**config.mk**
```make
export PLATFORM = sky130hd
export DESIGN_NAME = rx_line_asm
export DESIGN_NICKNAME = d
export VERILOG_FILES = /design/src/rtl/rx_line_pkg.sv /design/src/rtl/rx_edge_detect.sv /design/src/rtl/rx_line_asm.sv
export SDC_FILE = /design/constraint.sdc
export NUM_CORES = 1
export LEC_CHECK = 0
export BUFFER_PORTS_ARGS = -buffer_cell sky130_fd_sc_hd__buf_2
export CAP_MARGIN = 20
export CORE_UTILIZATION = 49
export DETAILED_ROUTE_END_ITERATION = 12
export PLACE_DENSITY = 0.77
export SLEW_MARGIN = 20
export SYNTH_ARGS = -nofsm -noshare
export SYNTH_HDL_FRONTEND = slang
export SYNTH_SLANG_ARGS = --single-unit
```
**constraint.sdc**
```tcl
create_clock -name clock -period 4.7 [get_ports clock]
set_input_delay 0.705 -clock clock [delete_from_list [all_inputs] [get_ports clock]]
set_output_delay 0.705 -clock clock [all_outputs]
set_load 0.02 [all_outputs]
```
**src/rtl/rx_line_pkg.sv**
```systemverilog
// Shared constants and state encoding for the receive line assembler.
// Imported by rx_line_asm and by the TX/command blocks that reuse the edge detector.
package rx_line_pkg;

   localparam logic [7:0] CHAR_LF   = 8'h0A;
   localparam logic [7:0] CHAR_CR   = 8'h0D;
   localparam logic [7:0] CHAR_BS   = 8'h08;
   localparam logic [7:0] CHAR_DEL  = 8'h7F;
   localparam logic [7:0] PRINT_MIN = 8'h20;
   localparam logic [7:0] PRINT_MAX = 8'h7E;

   typedef enum logic [2:0] {
      IDLE    = 3'b001,
      ACTIVE  = 3'b010,
      SKIP_LF = 3'b100
   } state_t;

endpackage

```
**src/rtl/rx_edge_detect.sv**
```systemverilog
// Rising-edge detector; history resets to 1 so a level held high
// through reset is not reported as an edge.
module rx_edge_detect (
   input  logic clock,
   input  logic reset,
   input  logic level,
   output logic rise
);

   logic level_q;

   always_ff @(posedge clock) begin
      if (!reset) level_q <= 1'b1;
      else        level_q <= level;
   end

   assign rise = level & ~level_q;

endmodule

```
**src/rtl/rx_line_asm.sv**
```systemverilog
// Assembles received bytes into a NUL-terminated line in RAM, with
// CR/LF/CRLF terminators, backspace editing and overflow reporting.
module rx_line_asm
   import rx_line_pkg::*;
#(
   parameter  int ADDR_W  = 8,
   parameter  int MAX_LEN = 254,
   localparam int LEN_W   = $clog2(MAX_LEN + 1)
) (
   input  logic              clock,
   input  logic              reset,
   input  logic [ADDR_W-1:0] start_addr,
   input  logic [7:0]        rx_data,
   input  logic              rx_done,
   output logic [ADDR_W-1:0] addr,
   output logic [7:0]        data,
   output logic              write,
   output logic              line_done,
   output logic [LEN_W-1:0]  line_len,
   output logic              overflow
);

   state_t            state;
   logic [ADDR_W-1:0] base;
   logic              event_rx;

   rx_edge_detect u_edge (
      .clock (clock),
      .reset (reset),
      .level (rx_done),
      .rise  (event_rx)
   );

   logic is_lf, is_cr, is_term, is_bs, is_print, is_used;

   assign is_lf    = (rx_data == CHAR_LF);
   assign is_cr    = (rx_data == CHAR_CR);
   assign is_term  = is_lf | is_cr;
   assign is_bs    = (rx_data == CHAR_BS) | (rx_data == CHAR_DEL);
   assign is_print = (rx_data >= PRINT_MIN) && (rx_data <= PRINT_MAX);
   assign is_used  = is_term | is_bs | is_print;

   // A byte in SKIP_LF that is not the swallowed LF opens a fresh line.
   logic              new_line;
   logic [ADDR_W-1:0] cur_base;
   logic [LEN_W-1:0]  cur_len;
   logic [ADDR_W-1:0] wr_addr;

   assign new_line = (state == IDLE) || ((state == SKIP_LF) && !is_lf);
   assign cur_base = new_line ? start_addr : base;
   assign cur_len  = new_line ? '0 : line_len;
   assign wr_addr  = cur_base + ADDR_W'(cur_len);

   always_ff @(posedge clock) begin
      if (!reset) begin
         state     <= IDLE;
         base      <= '0;
         addr      <= '0;
         data      <= '0;
         write     <= 1'b0;
         line_done <= 1'b0;
         line_len  <= '0;
         overflow  <= 1'b0;
      end else begin
         write     <= 1'b0;
         line_done <= 1'b0;
         if (event_rx) begin
            if ((state == SKIP_LF) && is_lf) begin
               state <= IDLE;
            end else if (is_used) begin
               if (new_line) begin
                  base     <= start_addr;
                  overflow <= 1'b0;
               end
               unique case (1'b1)
                  is_print: begin
                     state <= ACTIVE;
                     if (cur_len < LEN_W'(MAX_LEN)) begin
                        write    <= 1'b1;
                        addr     <= wr_addr;
                        data     <= rx_data;
                        line_len <= cur_len + LEN_W'(1);
                     end else begin
                        overflow <= 1'b1;
                        line_len <= cur_len;
                     end
                  end
                  is_bs: begin
                     if (new_line) state <= IDLE;
                     if (cur_len != '0) line_len <= cur_len - LEN_W'(1);
                     else               line_len <= cur_len;
                  end
                  is_term: begin
                     write     <= 1'b1;
                     addr      <= wr_addr;
                     data      <= 8'h00;
                     line_done <= 1'b1;
                     line_len  <= cur_len;
                     state     <= is_cr ? SKIP_LF : IDLE;
                  end
                  default: ;
               endcase
            end
         end
      end
   end

endmodule

```
==> run_results.csv <==
group,metric,value,unit
clock_network,numCtsBuffers,5,
placed_design,dp_hpwl,5.25,mm
clock_network,clock-sinks,39,
clock_network,cts_resized,0,
grt,grt_pass1_vias,2445,
layout,antenna_cells,0,
layout,layout.nets,402,
yosys,syn_area_per_cell,7.84,um^2
sta,tightest_slew,0.822,ns
worst_setup_path,slowest_stage,"or4_4",
layout,fin_cells,445,
yosys,yosys.area.top_type_share,0.297,
clock_network,clk_latency,0.30,ns
pwr,peakVddDrop,0.117,mV
placed_design,dp_worst_setup_slack,0.689,ns
detailed_routing,drc,0,
worst_hold_path,min_path_type,"flip-flop to flip-flop",
placed_design,placed_cell_area,2880,um^2
sta,slew_violations,0,
sta,rsz0062_at_grt,"no",
clock_network,cts-hold-fix-buffers,0,
detailed_routing,wl_per_cell,16.1,um
grt,grt_max_degree,28,
yosys,synth_top_cell_by_area,"dfxtp_1",
yosys,ys_seq_area_frac,0.297,
worst_setup_path,endpoint,"addr[6]$_SDFFE_PN0P_",
layout,drive_above_1_share,0.200,
pwr,powerDensity,257,nW/um^2
yosys,synthCells,335,
worst_setup_path,cp.depth,15,
worst_setup_path,cp_num_buf_inv,3,
clock_network,cts_root_buf,"clkbuf_8",
yosys,async_flop_share,0,
detailed_routing,num_vias,2838,
sta,relSlewSlack,0.450,
clock_network,tritoncts,"yes",
sta,period_share,0.796,
clock_network,cts.clk_slew.worst_paths,0.08,ns
detailed_routing,viasPerCell,6.38,
detailed_routing,drt_first_pass_iters,5,
yosys,synth_ff_type,"dfxtp_1",
grt,grtUsageTotal,0.264,
placed_design,port_buffers,45,
status,status,"complete, no violations",
clock_network,htree_levels,2,
worst_setup_path,r2r_slack,1.32,ns
sta,period_needed,3.74,ns
worst_setup_path,start_kind,"primary input",
worst_setup_path,cp_common_cell,"inv_1",
die,core_area,5140,um^2
clock_network,post-cts-setup-buffer-count,0,
sta,whs,0.458,ns
die,die_x,75.2,um
worst_setup_path,path_max_fanout,12,
flow_run,drv_cap,0,
yosys,synth-warning-count,0,
yosys,synth_area_leaders,"dfxtp_1 30%, nand2_1 6.0%, a21oi_1 4.4%",
sta,finalHoldViolations,0,
placed_design,place.gp.congestion,0.934,
yosys,syn_area,2630,um^2
sta,setup_viol,0,
worst_setup_path,crit_required,4.95,ns
worst_setup_path,slowest_delay,0.57,ns
worst_setup_path,cp_top_family,"simple AND/OR/NAND/NOR gates",
grt,antenna_found_initial,0,
yosys,synth_fp_nets,363,
worst_setup_path,critPathKind,"primary input to flip-flop",
die,rows,26,
die,die_area,5660,um^2
worst_setup_path,critical_path_arrival,3.99,ns
sta,layout_setup_ws,0.961,ns
layout,post-route-cell-area,3020,um^2
die,io_pins,46,
worst_setup_path,r2r_end,"addr[7]$_SDFFE_PN0P_",
sta,finClkSkew,0.00441,ns
worst_setup_path,r2r_start,"state[2]$_SDFFE_PN0P_",
worst_setup_path,worstSetupStartpoint,"rx_data[2]",
die,initial_core_util,0.511,
placed_design,dp.cells,436,
yosys,synth_seq_cells,39,
layout,area_growth_syn_to_layout,15.1,%
sta,max_freq,267,MHz
die,die_h,75.2,um
sta,final.setup.tns,0,ns
worst_setup_path,critPathCaptureType,"flip-flop",
yosys,ys_types,64,
detailed_routing,postRouteAntennaNets,0,
grt,grt_pass1_wl,11.4,mm
detailed_routing,routed_wl,7.18,mm
worst_setup_path,ff2ff_path_depth,12,
pwr,leakagePower,1.20,nW
clock_network,clockBufferDepth,2,
worst_setup_path,path_cells,"buf_2, or4_4, o21a_1, nor2_1, nand2_1, inv_1, ha_1, inv_1, fa_1, nor2b_1, o21ai_0, o21bai_1, o22ai_1, or4_1, nand3_1",
yosys,synth_edf_count,0,
grt,grt-ovfl-total,0,
detailed_routing,first_iter_violations,288,
==> cell type report <==
type / count / area (um^2)
Clock buffer: 6 / 72.6
Clock inverter: 2 / 60.1
Fill cell: 467 / 2120
Inverter: 7 / 26.3
Multi-Input combinational cell: 269 / 1720
Sequential cell: 39 / 781
Tap cell: 70 / 87.6
Timing Repair Buffer: 52 / 278
==> how the worst min path moves through the flow <==
stage,startpoint,endpoint,slack [ns],cells past startpoint
2_1_floorplan,base[7]$_SDFFE_PN0P_,base[7]$_SDFFE_PN0P_,0.45,2
3_3_place_gp,data[0]$_SDFFE_PN0P_,data[0]$_SDFFE_PN0P_,0.44,2
3_5_place_dp,data[3]$_SDFFE_PN0P_,data[3]$_SDFFE_PN0P_,0.45,2
4_1_cts,data[2]$_SDFFE_PN0P_,data[2]$_SDFFE_PN0P_,0.46,2
5_1_grt,data[3]$_SDFFE_PN0P_,data[3]$_SDFFE_PN0P_,0.48,2
6_report,data[2]$_SDFFE_PN0P_,data[2]$_SDFFE_PN0P_,0.46,2
==> report_power, final <==
| group | total (mW) | leakage [nW] | internal (mW) | switching (mW) |
|---|---|---|---|---|
| Combinational | 0.0946 | 0.818 | 0.0366 | 0.0580 |
| Sequential | 0.345 | 0.316 | 0.337 | 0.00811 |
| Clock | 0.338 | 0.0654 | 0.212 | 0.126 |
| Total | 0.778 | 1.20 | 0.586 | 0.192 |
==> registers in the layout (all words and copies together), names as in the netlist <==
signal          count
addr                8
base                8
data                8
line_done           1
line_len            8
overflow            1
state               3
u_edge.level_q      1
write               1
==> worst reg2reg max path: stages (launching register included) <==
cell and delay [ns]:
dfxtp_1 0.36, nor3b_1 0.45, o21a_1 0.46, nor2_1 0.10, buf_4 0.20, nand2_1 0.20, inv_1 0.11, ha_1 0.28
and3_1 0.16, nor2_1 0.10, a2111oi_0 0.41, a221oi_1 0.13, o311ai_0 0.34
==> per-stage QoR <==
step	utilization	power (mW)
after floorplan	-	0.413
after global placement	0.561	0.444
after detailed placement	0.561	0.445
after CTS	0.587	0.779
after global routing	0.588	0.804
final	0.588	0.778
==> layer usage <==
metal / vias up / GRT usage / wire (um)
met5: - / 0 / 0
met4: 0 / 0.107 / 189
met3: 26 / 0.0509 / 687
met2: 165 / 0.422 / 3200
met1: 1314 / 0.350 / 3100
li1: 1333 / - / -
==> cells by family (layout without fill, tap and decap cells) <==
family,Yosys count,after routing,synth area share
AO/OA/AOI/OAI,97,97,0.247
adder cells (fa/ha/maj),9,9,0.0457
multiplexers,11,11,0.0443
AND/OR/NAND/NOR,146,146,0.298
XOR/XNOR,6,6,0.0200
buffers and inverters,27,67,0.0486
flip-flops,39,39,0.297
==> synthesized netlist by cell type, drive strengths merged, types with 4 or more instances <==
library cell,n
mux2i,6
o221ai,4
nor2,21
nor4,5
or2,4
o21ai,20
inv,6
nor3b,5
nand4,6
nor3,8
nand2,42
a31oi,6
clkbuf,10
nand2b,8
ha,8
and3,7
o22ai,7
o211ai,6
mux2,5
xnor2,4
nand3,15
a211oi,5
nor2b,4
buf,10
or3,4
a21oi,23
dfxtp,39
==> cells in the final DEF (no fill, tap or decap), types with 3 or more instances in the layout <==
cell      synthesis  routed
nand2b_1          8       8
a211oi_1          4       4
clkbuf_8          0       5
buf_4             1       6
dfxtp_1          39      39
and4_1            3       3
nor4_1            4       4
xnor2_1           4       4
and2_1            3       3
o221ai_1          4       4
mux2_2            5       5
ha_1              8       8
o21ai_0          18      18
inv_1             6       6
a21o_1            3       3
and3_1            7       7
or2_2             4       4
a21oi_1          23      23
mux2i_1           6       6
o21a_1            3       3
buf_2             6      45
o211ai_1          6       6
nor3_1            8       8
nor3b_1           5       5
a31oi_1           6       6
nor2b_1           4       4
o22ai_1           7       7
o21bai_1          3       3
nor2_1           21      21
nand2_1          42      42
nand4_1           6       6
nand3_1          15      15
or3_1             4       4
(Power assumes the default switching activity.)
